--- src/rtl/pointwise_mul.sv ---
// Pointwise modular multiply of two packed NTT-domain vectors.
// One lane per cycle; result held until the downstream stage takes it.
module pointwise_mul #(
  parameter int LANES = 8,
  parameter int W     = 8
) (
  input  logic             clk,
  input  logic             rst,
  input  logic             in_valid,
  output logic             in_ready,
  input  logic [LANES*W-1:0] a_in,
  input  logic [LANES*W-1:0] b_in,
  input  logic [W-1:0]     mod,
  output logic             out_valid,
  input  logic             out_ready,
  output logic [LANES*W-1:0] data_out,
  output logic             mod_err
);

  localparam int LW = $clog2(LANES);

  typedef enum logic [1:0] {
    IDLE,
    CALC,
    DONE
  } state_t;

  state_t               state_q, state_d;
  logic [LW-1:0]        lane_q, lane_d;
  logic [LANES*W-1:0]   a_q, a_d;
  logic [LANES*W-1:0]   b_q, b_d;
  logic [W-1:0]         mod_q, mod_d;
  logic [LANES*W-1:0]   data_q, data_d;
  logic                 err_q, err_d;
  logic                 ov_q, ov_d;

  logic [W-1:0]         a_lane;
  logic [W-1:0]         b_lane;
  logic [2*W-1:0]       prod;
  logic [W-1:0]         red;

  // Select the current lane and reduce its full-width product by the modulus
  always_comb begin
    a_lane = '0;
    b_lane = '0;
    for (int k = 0; k < LANES; k++) begin
      if (lane_q == LW'(k)) begin
        a_lane = a_q[k*W +: W];
        b_lane = b_q[k*W +: W];
      end
    end
    prod = {{W{1'b0}}, a_lane} * {{W{1'b0}}, b_lane};
    if (mod_q == '0) begin
      red = '0;
    end else begin
      red = W'(prod % {{W{1'b0}}, mod_q});
    end
  end

  // Next-state logic for the IDLE -> CALC -> DONE sequence
  always_comb begin
    state_d = state_q;
    lane_d  = lane_q;
    a_d     = a_q;
    b_d     = b_q;
    mod_d   = mod_q;
    data_d  = data_q;
    err_d   = err_q;
    ov_d    = ov_q;
    unique case (state_q)
      IDLE: begin
        if (in_valid) begin
          a_d     = a_in;
          b_d     = b_in;
          mod_d   = mod;
          err_d   = (mod == '0);
          lane_d  = '0;
          data_d  = '0;
          state_d = CALC;
        end
      end
      CALC: begin
        for (int k = 0; k < LANES; k++) begin
          if (lane_q == LW'(k)) begin
            data_d[k*W +: W] = red;
          end
        end
        lane_d = lane_q + 1'b1;
        if (lane_q == LW'(LANES-1)) begin
          state_d = DONE;
          ov_d    = 1'b1;
        end
      end
      DONE: begin
        if (out_ready) begin
          state_d = IDLE;
          ov_d    = 1'b0;
        end
      end
      default: begin
        state_d = IDLE;
        ov_d    = 1'b0;
      end
    endcase
  end

  // State registers; reset wins over any handshake on the same edge
  always_ff @(posedge clk) begin
    if (rst) begin
      state_q <= IDLE;
      lane_q  <= '0;
      a_q     <= '0;
      b_q     <= '0;
      mod_q   <= '0;
      data_q  <= '0;
      err_q   <= 1'b0;
      ov_q    <= 1'b0;
    end else begin
      state_q <= state_d;
      lane_q  <= lane_d;
      a_q     <= a_d;
      b_q     <= b_d;
      mod_q   <= mod_d;
      data_q  <= data_d;
      err_q   <= err_d;
      ov_q    <= ov_d;
    end
  end

  assign in_ready  = (state_q == IDLE) && !rst;
  assign out_valid = ov_q;
  assign data_out  = data_q;
  assign mod_err   = err_q;

endmodule

--- config.mk ---
export PLATFORM = sky130hd
export DESIGN_NAME = pointwise_mul
export DESIGN_NICKNAME = d
export VERILOG_FILES = /design/src/rtl/pointwise_mul.sv
export SDC_FILE = /design/constraint.sdc
export NUM_CORES = 1
export LEC_CHECK = 0
export BUFFER_PORTS_ARGS = -buffer_cell sky130_fd_sc_hd__buf_2
export CORE_ASPECT_RATIO = 1.5
export CORE_MARGIN = 4
export CORE_UTILIZATION = 25
export CTS_BUF_LIST = sky130_fd_sc_hd__clkbuf_4 sky130_fd_sc_hd__clkbuf_8
export DETAILED_ROUTE_END_ITERATION = 10
export PLACE_DENSITY_LB_ADDON = 0.25
export SLEW_MARGIN = 30
export SYNTH_ARGS = -nofsm -noshare
export SYNTH_HDL_FRONTEND = slang
export SYNTH_SLANG_ARGS = --single-unit
--- constraint.sdc ---
create_clock -name clk -period 42.1 [get_ports clk]
set_input_delay 8.42 -clock clk [delete_from_list [all_inputs] [get_ports clk]]
set_output_delay 8.42 -clock clk [all_outputs]
set_load 0.005 [all_outputs]
## After elaboration in Yosys (flattened, before gate mapping)

Index checks and enable logic that the tools add are counted.

- Bits in registers: 207
- Output and inout port bits: 67

- Add/sub/neg operators: 1
- $mul: 1
- Div/mod/pow operators: 1
- Eq/ne operators: 19
- Muxes and demuxes: 36
- Bitwise logic cells: 1
- Reduce and logical (&&, ||, !) cells: 19

Operator list:

| kind | count |
|---|---|
| 2-to-1 mux 8 bit | 25 |
| case mux 64 bit (2 select lines) | 1 |
| 2-to-1 mux 64 bit | 1 |
| AND reduction 3 bit | 10 |
| != test 2 bit (second input constant) | 10 |
| zero test 8 bit | 2 |
| modulo 16 x 8 -> 16 bit | 1 |
| multiplier 8 x 8 -> 16 bit | 1 |
| == test 3 bit (second input constant) | 4 |
| == test 3 x 2 -> 1 bit (second input constant) | 2 |
| 2-to-1 mux 2 bit | 3 |
| case mux 2 bit (3 select lines) | 1 |
| case mux 3 bit (2 select lines) | 1 |
| AND reduction 2 bit | 2 |
| adder 3 x 1 -> 3 bit (second input constant) | 1 |
| == test 3 x 1 -> 1 bit (second input constant) | 1 |
| zero test 3 bit | 1 |
| 2-to-1 mux 3 bit | 1 |
| case mux 1 bit (3 select lines) | 1 |
| == test 2 x 1 -> 1 bit (second input constant) | 1 |
| == test 2 bit (second input constant) | 1 |
| zero test 2 bit | 1 |
| 2-to-1 mux 1 bit | 2 |
| nonzero test 2 bit | 1 |
| other kinds (3) | 3 |

## Longest topological paths before layout

Gate-level depths: netlist (run 1).

- Word-level depth: 14
- Depth in mapped cells: 193
- Gate-level depth less buffers: 179

## Least setup slack after synthesis (run 1)

Ideal clock, no wire load.

- Kind: register to register
- Start: reg lane_q[1]
- End: reg data_q[12], in the netlist data_out[12]
- Data arrival time: 36,004 ps
- Data required time: 41,983 ps
- Path slack: 5,980 ps
- Stages on the path, launching flop included: 183
- Path buffers: 15
- Period minus slack after synthesis: 36,120 ps
- Path through: dfxtp_1 inv_1 ha_1 clkbuf_1 clkbuf_1 clkbuf_1 nor2_1 a21oi_1 o21ai_0 a222oi_1 nand2_1 o21ai_0 a21oi_1 mux2i_1 nor2_1 fa_1 fa_1 fa_1 [147 not listed] buf_4 nand2_1 o21ai_1 ha_1 nor2b_1 o21ai_0 nand2b_1 a21o_1 a21o_1 o21a_1 o21ai_0 nand2b_1 a211o_1 a2111oi_4 a32oi_2 buf_6 mux2_4 a22o_1

- Cells in the longest elaborated chain, start to end: 14
- Elaborated cells on any way between the ends: 31
- Those cells by class: mul: 1; div: 1; eq/ne: 8; mux: 19; reduce/logical: 2

RTL lines:

| item | line | source |
|---|---|---|
| from (decl) | 29 | `logic [LW-1:0] lane_q, lane_d;` |
| from (signal assigned) | 120 | `lane_q <= lane_d;` |
| zero test 3 bit | 47 | `if (lane_q == LW'(k)) begin` |
| 2-to-1 mux 8 bit (8 in series) | 47 |  |
| multiplier 8 x 8 -> 16 bit | 52 | `prod = {{W{1'b0}}, a_lane} * {{W{1'b0}}, b_lane};` |
| modulo 16 x 8 -> 16 bit | 56 | `red = W'(prod % {{W{1'b0}}, mod_q});` |
| 2-to-1 mux 8 bit | 53 | `if (mod_q == '0) begin` |
| 2-to-1 mux 8 bit | 84 | `if (lane_q == LW'(k)) begin` |
| case mux 64 bit (2 select lines) | 70 | `unique case (state_q)` |
| to (signal assigned) | 124 | `data_q <= data_d;` |
| to (decl) | 33 | `logic [LANES*W-1:0] data_q, data_d;` |

Parallel ways exist; a longest one is shown, timed or not. The select of a mux whose other input is x is not followed.
A chain may end at the register's enable or synchronous reset.

## Worst setup path in the final report (run 1)

- Start: reg lane_q[1]
- End: reg data_q[11], in the netlist data_out[11]

Same word-level chain as after synthesis.

==> results of run 1 <==
==> area by class of cell <==
type                            instances  area, sq um
Tap cell                              870         1090
Fill cell                            6998        45500
Sequential cell                       207         4150
Clock inverter                          7         88.8
Inverter                               81          304
Antenna cell                            1         2.50
Clock buffer                           49          618
Multi-Input combinational cell       1725        11700
Timing Repair Buffer                  226         1190
==> what timing repair did <==
action / CTS / global route
gates resized for setup: 1 / 42
hold buffers: 0 / 0
buffers inserted: 0 / 8
pin swaps: 0 / 1
endpoints found under the setup margin: 40 / 64
==> registers in the layout, summed over array words and instances, names as in the netlist <==
signal	count
a_q	64
b_q	64
data_out	64
mod_q	8
lane_q	3
state_q	2
mod_err	1
out_valid	1
==> cells in the final DEF, fill, tap and decap left out, types with 17 or more instances in the layout <==
cell	synthesis	layout
o31ai_1	17	17
dfxtp_1	207	206
or2_2	24	23
nand3_1	22	22
o211ai_1	28	28
a22o_1	57	57
fa_1	37	37
nand2b_1	21	21
mux2_2	19	19
mux2i_1	31	22
nor2b_1	23	22
o21a_1	60	59
xnor2_1	34	34
o21ai_0	74	72
nor2_1	189	186
nand2_1	385	383
xor2_1	21	21
buf_2	5	205
nor3_1	57	57
buf_4	3	19
clkbuf_8	0	40
inv_1	80	80
a21oi_1	249	245
ha_1	144	140
a21o_1	23	22
==> path summary, 6_finish.rpt <==
kind	start	endpoint	slack, ps	depth (start not counted)
worst max register to register	lane_q[1]$_SDFFE_PP0P_	data_out[11]$_SDFFE_PP0P_	2770	167
worst min-delay path	b_q[43]$_SDFFE_PP0P_	b_q[43]$_SDFFE_PP0P_	450	2
worst min register to register	b_q[43]$_SDFFE_PP0P_	b_q[43]$_SDFFE_PP0P_	450	2
worst max-delay path	lane_q[1]$_SDFFE_PP0P_	data_out[11]$_SDFFE_PP0P_	2770	167
==> stage by stage <==
stage                     worst slack (ps)  std cells  hold WS, ps  setup TNS [ps]
final                                 2770       3166          451               0
after global routing                  2.20       3166          470               0
after CTS                             65.5       3157          454               0
after detailed placement             -86.3       3101          445           -1610
after global placement                 503       3100          441               0
after floorplan                       5980       2117          431               0
==> cell families (layout without fill, tap and decap cells) <==
kind of cell / count (synthesis) / after routing / share of synthesized area, %
xor+xnor: 55 / 55 / 2.95
simple gates: 794 / 794 / 21.5
buf+inv: 185 / 363 / 4.45
mux: 57 / 57 / 3.97
other cells: 0 / 1 / 0
fa+ha+maj: 182 / 182 / 15.6
compound gates: 637 / 637 / 26.1
flops: 207 / 207 / 25.4
==> metal layers <==
layer | vias up | GRT usage [%] | part of all wire (%)
li1 | 7847 | - | -
met1 | 7672 | 17.5 | 40
met2 | 399 | 30.7 | 53
met3 | 110 | 1.54 | 3.4
met4 | 0 | 6.01 | 4.0
met5 | - | 0 | 0
==> critical path: cells and delay by family, from the launching register on <==
kind	cells	cell delay [ps]
AO/OA/AOI/OAI	89	19840
XOR/XNOR	1	100
adder cells (fa/ha/maj)	22	7630
buffers and inverters	10	1340
flip-flops	1	360
multiplexers	7	2670
AND/OR/NAND/NOR	38	7160
==> load_flow_metrics.sql, run 1 <==
INSERT INTO impl_metrics (metric_group, metric, value, unit) VALUES
('worst_setup_path', 'timing.critical_path.fanout_max', '27', ''),
('floorplanning', 'num_io_pins', '207', ''),
('clock_network', 'clkLatencyLatePin', '550', 'ps'),
('clock_network', 'cts_made_buffers', '34', ''),
('synth', 'yosys_warnings', '0', ''),
('timing', 'timing_worst_slew_pin_value', '984', 'ps'),
('synth', 'synth_async_sr_flop_share', '0', '%'),
('timing', 'finalCritPeriodShare', '93.4', '%'),
('timing', 'timing.final.max_slew_violations', '0', ''),
('clock_network', 'clock_tree_from_tritoncts', 'done', ''),
('timing', 'relative_slew_slack', '34.4', '%'),
('timing', 'hold_viol_final', '0', ''),
('final_layout', 'area_growth_syn_to_layout', '17.1', '%'),
('timing', 'report.final.setup_viol', '0', ''),
('floorplanning', 'initial_util', '25.3', '%'),
('detailed_routing', 'route.final.wire_length', '57.9', 'mm'),
('synth', 'yosysSeqAreaShare', '25.4', '%'),
('floorplanning', 'die_w', '217', 'um'),
('floorplanning', 'dieArea', '69500', 'sq um'),
('synth', 'synth_area', '16300', 'sq um'),
('synth', 'synthesis.nets', '2438', ''),
('job', 'drv.max_cap_violation_count', '0', ''),
('detailed_routing', 'detail_route.drc_violations', '0', ''),
('placement', 'postPlaceCellArea', '18100', 'sq um'),
('detailed_routing', 'dr.pass1.iters', '7', ''),
('floorplanning', 'rows', '114', ''),
('worst_setup_path', 'cpMaxStageDelayCell', 'fa_1', ''),
('clock_network', 'clockRootBuffer', 'clkbuf_8', ''),
('placement', 'detailed_place_hpwl', '44.9', 'mm'),
('floorplanning', 'design.core.area', '64600', 'sq um'),
('final_layout', 'final_stage_net_count', '2596', ''),
('worst_setup_path', 'arrival', '39740', 'ps'),
('worst_setup_path', 'crit_path_max_incr_delay', '540', 'ps'),
('timing', 'rsz_0062_raised_after_global_routing', 'false', ''),
('synth', 'synthTopCellsByArea', 'dfxtp_1 25%, ha_1 11%, nand2_1 8.9%', ''),
('worst_setup_path', 'critical_path.endpoint_type', 'register', ''),
('detailed_routing', 'post_drt_wl_per_cell', '18.3', 'um'),
('detailed_routing', 'drt.antenna.violating_nets', '0', ''),
('synth', 'postSynthCellCount', '2117', ''),
('worst_setup_path', 'req_time_crit_path', '42510', 'ps'),
('run_status', 'status', 'completed', ''),
('worst_setup_path', 'worstSetupStartpointType', 'register', ''),
('placement', 'gp_congestion', '0.874', ''),
('clock_network', 'cts.clk_slew.worst_paths', '60', 'ps'),
('worst_hold_path', 'hp-class', 'register to register', ''),
('synth', 'synth_cell_types', '97', ''),
('grt', 'grt_first_pass_wirelength', '89.0', 'mm'),
('floorplanning', 'dieHeight', '321', 'um'),
('clock_network', 'cts_sinks', '207', ''),
('grt', 'grt_pass1_vias', '16200', ''),
('worst_setup_path', 'path_common_cell', 'o21a_1', ''),
('grt', 'grt_max_degree', '92', ''),
('synth', 'yosys-top-cells-count', '385 x nand2_1, 249 x a21oi_1, 207 x dfxtp_1', ''),
('clock_network', 'clock_tree.buffer_depth', '3', ''),
('final_layout', 'final_layout_size_suffix_gt1_share', '16.9', '%'),
('final_layout', 'stdcell_area', '19100', 'sq um'),
('final_layout', 'finalCoreUtilization', '29.6', '%'),
('synth', 'postSynth.topFlopCell', 'dfxtp_1', ''),
('placement', 'placement.io_buffers', '206', ''),
('timing', 'finalClockSkew', '33.0', 'ps'),
('synth', 'syn_area_per_cell', '7.71', 'sq um'),
('grt', 'antenna_found_initial', '1', ''),
('detailed_routing', 'via_count', '16000', ''),
('detailed_routing', 'dr.first_iter.drc_count', '729', ''),
('synth', 'synth_edf_count', '0', ''),
('grt', 'track_usage', '15.8', '%'),
('grt', 'globalRoute.totalOverflow', '0', ''),
('synth', 'post-synth-top-area-fraction', '25.4', '%'),
('clock_network', 'ctsHtreeMaxLevel', '2', ''),
('timing', 'finalWorstPathRequiredPeriod', '39330', 'ps'),
('worst_setup_path', 'worst-setup-path-type', 'register to register', ''),
('synth', 'flip_flop_and_latch_count_after_synthesis', '207', ''),
('synth', 'synth_top_area_cell', 'dfxtp_1', ''),
('timing', 'max_clock_freq', '0.0254', 'GHz'),
('detailed_routing', 'via_per_inst', '5.06', ''),
('synth', 'yosysMostFrequentCell', 'nand2_1', '');
Power of run 1 is left out: the tool's default activity adds up to more than one toggle a clock period on the data nets, which glitch-free logic cannot reach.
==> run 2, diff against run 1 <==
CORE_UTILIZATION = 60   (was 25)
GPL_ROUTABILITY_DRIVEN = 0   (was not set)
clock period = 39.3 ns   (was 42.1 ns; I/O delays follow)
==> run 2 against run 1 <==
Against the previous run: critical path depth grew 4; utilization grew 40 points; via count grew 1.8%; final area shrank 2.3%; cell count shrank 16%; non-clock buffer count grew 19; fmax grew 5.6%; highest routed layer unchanged; worst hold slack lost 1.2 ps; flip-flop and latch count is the same; worst setup slack lost 710 ps; routed wire length shrank 17%; sequential share of layout area grew 0.51 points.
==> load_flow_metrics.sql, run 2 (synthesized netlist as in run 1, its figures left out) <==
INSERT INTO impl_metrics (metric_group, metric, value, unit) VALUES
('worst_setup_path', 'timing.reg2reg.setup_slack', '2060', 'ps'),
('final_layout', 'finalCoreUtilization', '70.0', '%'),
('clock_network', 'clock_tree_from_tritoncts', 'done', ''),
('worst_setup_path', 'arrival', '37700', 'ps'),
('grt', 'globalRoute.totalOverflow', '0', ''),
('final_layout', 'fillers', '2208', ''),
('worst_setup_path', 'worst-setup-path-type', 'register to register', ''),
('clock_network', 'ctsHtreeMaxLevel', '1', ''),
('worst_setup_path', 'timing.critical_path.fanout_max', '21', ''),
('timing', 'report.final.setup_viol', '0', ''),
('clock_network', 'clock_tree.buffer_depth', '3', ''),
('worst_hold_path', 'min_from', 'a_q[40]$_SDFFE_PP0P_', ''),
('timing', 'relative_slew_slack', '42.6', '%'),
('timing', 'hold_viol_final', '0', ''),
('timing', 'finalClockSkew', '15.1', 'ps'),
('worst_hold_path', 'hp-class', 'register to register', ''),
('floorplanning', 'dieArea', '30000', 'sq um'),
('floorplanning', 'initial_util', '61.2', '%'),
('timing', 'finalCritPeriodShare', '94.7', '%'),
('detailed_routing', 'route.final.wire_length', '47.8', 'mm'),
('worst_setup_path', 'reg_to_reg_critical_path_startpoint', 'lane_q[1]$_SDFFE_PP0P_', ''),
('clock_network', 'cts_made_buffers', '29', ''),
('grt', 'track_usage', '30.2', '%'),
('detailed_routing', 'detailroute.wirelength.met2', '24.8', 'mm'),
('placement', 'detailed_place_hpwl', '36.2', 'mm'),
('floorplanning', 'num_io_pins', '207', ''),
('worst_setup_path', 'critical_path.endpoint_type', 'register', ''),
('timing', 'timing.final.max_slew_violations', '0', ''),
('floorplanning', 'rows', '73', ''),
('detailed_routing', 'post_drt_wl_per_cell', '18.1', 'um'),
('floorplanning', 'dieHeight', '210', 'um'),
('grt', 'grt_first_pass_wirelength', '76.0', 'mm'),
('placement', 'placement.io_buffers', '206', ''),
('clock_network', 'clkLatencyLatePin', '590', 'ps'),
('detailed_routing', 'via_count', '16300', ''),
('final_layout', 'multi_input_comb_area', '11800', 'sq um'),
('detailed_routing', 'via_per_inst', '6.17', ''),
('detailed_routing', 'drt.antenna.violating_nets', '0', ''),
('final_layout', 'insertedDiodeCount', '0', ''),
('grt', 'grt_max_degree', '107', ''),
('worst_setup_path', 'critPathCapture', 'data_out[52]$_SDFFE_PP0P_', ''),
('detailed_routing', 'maxUsedRoutingLayer', 'met4', ''),
('run_status', 'status', 'completed', ''),
('detailed_routing', 'dr.first_iter.drc_count', '946', ''),
('grt', 'grt_pass1_vias', '16000', ''),
('worst_setup_path', 'register_to_register_path_depth', '171', ''),
('final_layout', 'final_layout_size_suffix_gt1_share', '18.2', '%'),
('job', 'drv.max_cap_violation_count', '0', ''),
('detailed_routing', 'routed-wl-met3', '2.22', 'mm'),
('worst_setup_path', 'cpMaxStageDelayCell', 'fa_1', ''),
('worst_setup_path', 'critical_path.startpoint', 'lane_q[1]$_SDFFE_PP0P_', ''),
('clock_network', 'cts.clk_slew.worst_paths', '70', 'ps'),
('final_layout', 'final_common_cell', 'nand2_1', ''),
('clock_network', 'cts_sinks', '207', ''),
('detailed_routing', 'detail_route.drc_violations', '0', ''),
('floorplanning', 'design.core.area', '26700', 'sq um'),
('final_layout', 'regArea', '4140', 'sq um'),
('final_layout', 'area_growth_syn_to_layout', '14.4', '%'),
('final_layout', 'mostFrequentLayoutCells', '381 x nand2_1, 237 x a21oi_1, 207 x dfxtp_1', ''),
('floorplanning', 'die_w', '143', 'um'),
('timing', 'timing_worst_slew_pin_value', '861', 'ps'),
('worst_setup_path', 'path_common_cell', 'o21a_1', ''),
('worst_setup_path', 'critical_path.reg2reg.endpoint', 'data_out[52]$_SDFFE_PP0P_', ''),
('final_layout', 'final_stage_net_count', '2610', ''),
('timing', 'max_clock_freq', '0.0269', 'GHz'),
('worst_setup_path', 'worstSetupStartpointType', 'register', ''),
('detailed_routing', 'dr.pass1.iters', '5', ''),
('grt', 'antenna_found_initial', '0', ''),
('worst_setup_path', 'crit_path_max_incr_delay', '520', 'ps'),
('worst_setup_path', 'req_time_crit_path', '39770', 'ps'),
('clock_network', 'clockRootBuffer', 'clkbuf_8', ''),
('timing', 'finalWorstPathRequiredPeriod', '37240', 'ps'),
('clock_network', 'cts_hold_buf', '0', ''),
('detailed_routing', 'detail_route.wirelength.met1', '17.8', 'mm');
==> run 2: how the worst min path moves through the flow <==
stage	depth (start not counted)	end	slack [ps]
2_1_floorplan	2	a_q[40]$_SDFFE_PP0P_	430
3_3_place_gp	2	b_q[48]$_SDFFE_PP0P_	440
3_5_place_dp	2	a_q[40]$_SDFFE_PP0P_	440
4_1_cts	2	a_q[40]$_SDFFE_PP0P_	450
5_1_grt	2	b_q[41]$_SDFFE_PP0P_	470
6_report	2	a_q[40]$_SDFFE_PP0P_	450
==> run 2: cell type report <==
cell class,count,share of cell area (%)
timing repair buffer,245,7.26
inverter,81,1.63
multi-input combinational,1725,63.4
tap,337,2.26
clock inverter,6,0.328
sequential,207,22.2
clock buffer,43,2.97
==> run 2: through the flow <==
stage / setup TNS, ps / hold slack [ps] / std cells / setup WS (ps) / area, sq um
4_1_cts: 0 / 452 / 2623 / 85.9 / 18200
5_1_grt: -1290 / 467 / 2644 / -95.6 / 18700
6_report: 0 / 450 / 2644 / 2060 / 18700
2_1_floorplan: 0 / 431 / 2117 / 3180 / 16300
3_3_place_gp: 0 / 439 / 2574 / 869 / 17500
3_5_place_dp: -38310 / 443 / 2574 / -678 / 17500
==> run 2: what timing repair did <==
item / CTS / global route
hold endpoints to repair: 0 / 0
gates resized for setup: 15 / 62
pin swaps: 0 / 13
buffers inserted: 0 / 20
gates cloned: 0 / 0
setup endpoints to repair: 64 / 64
==> run 2: worst max-delay path: cells and delay by family, from the launching register on <==
kind                       cells  cell delay, ps
and+or+nand+nor               42            7960
buffers and inverters         10            1340
muxes                          7            1880
xor gates and xnor gates       1             140
DFF                            1             390
adders and majority gates     23            7410
AOI/OAI and AO/OA             88           17940
==> run 2: layer usage <==
metal,global-route usage [%],vias up
li1,-,7853
met1,33.1,7668
met2,56.1,602
met3,2.91,197
met4,16.8,0
met5,0,-
Power of run 2 is left out for the same reason.
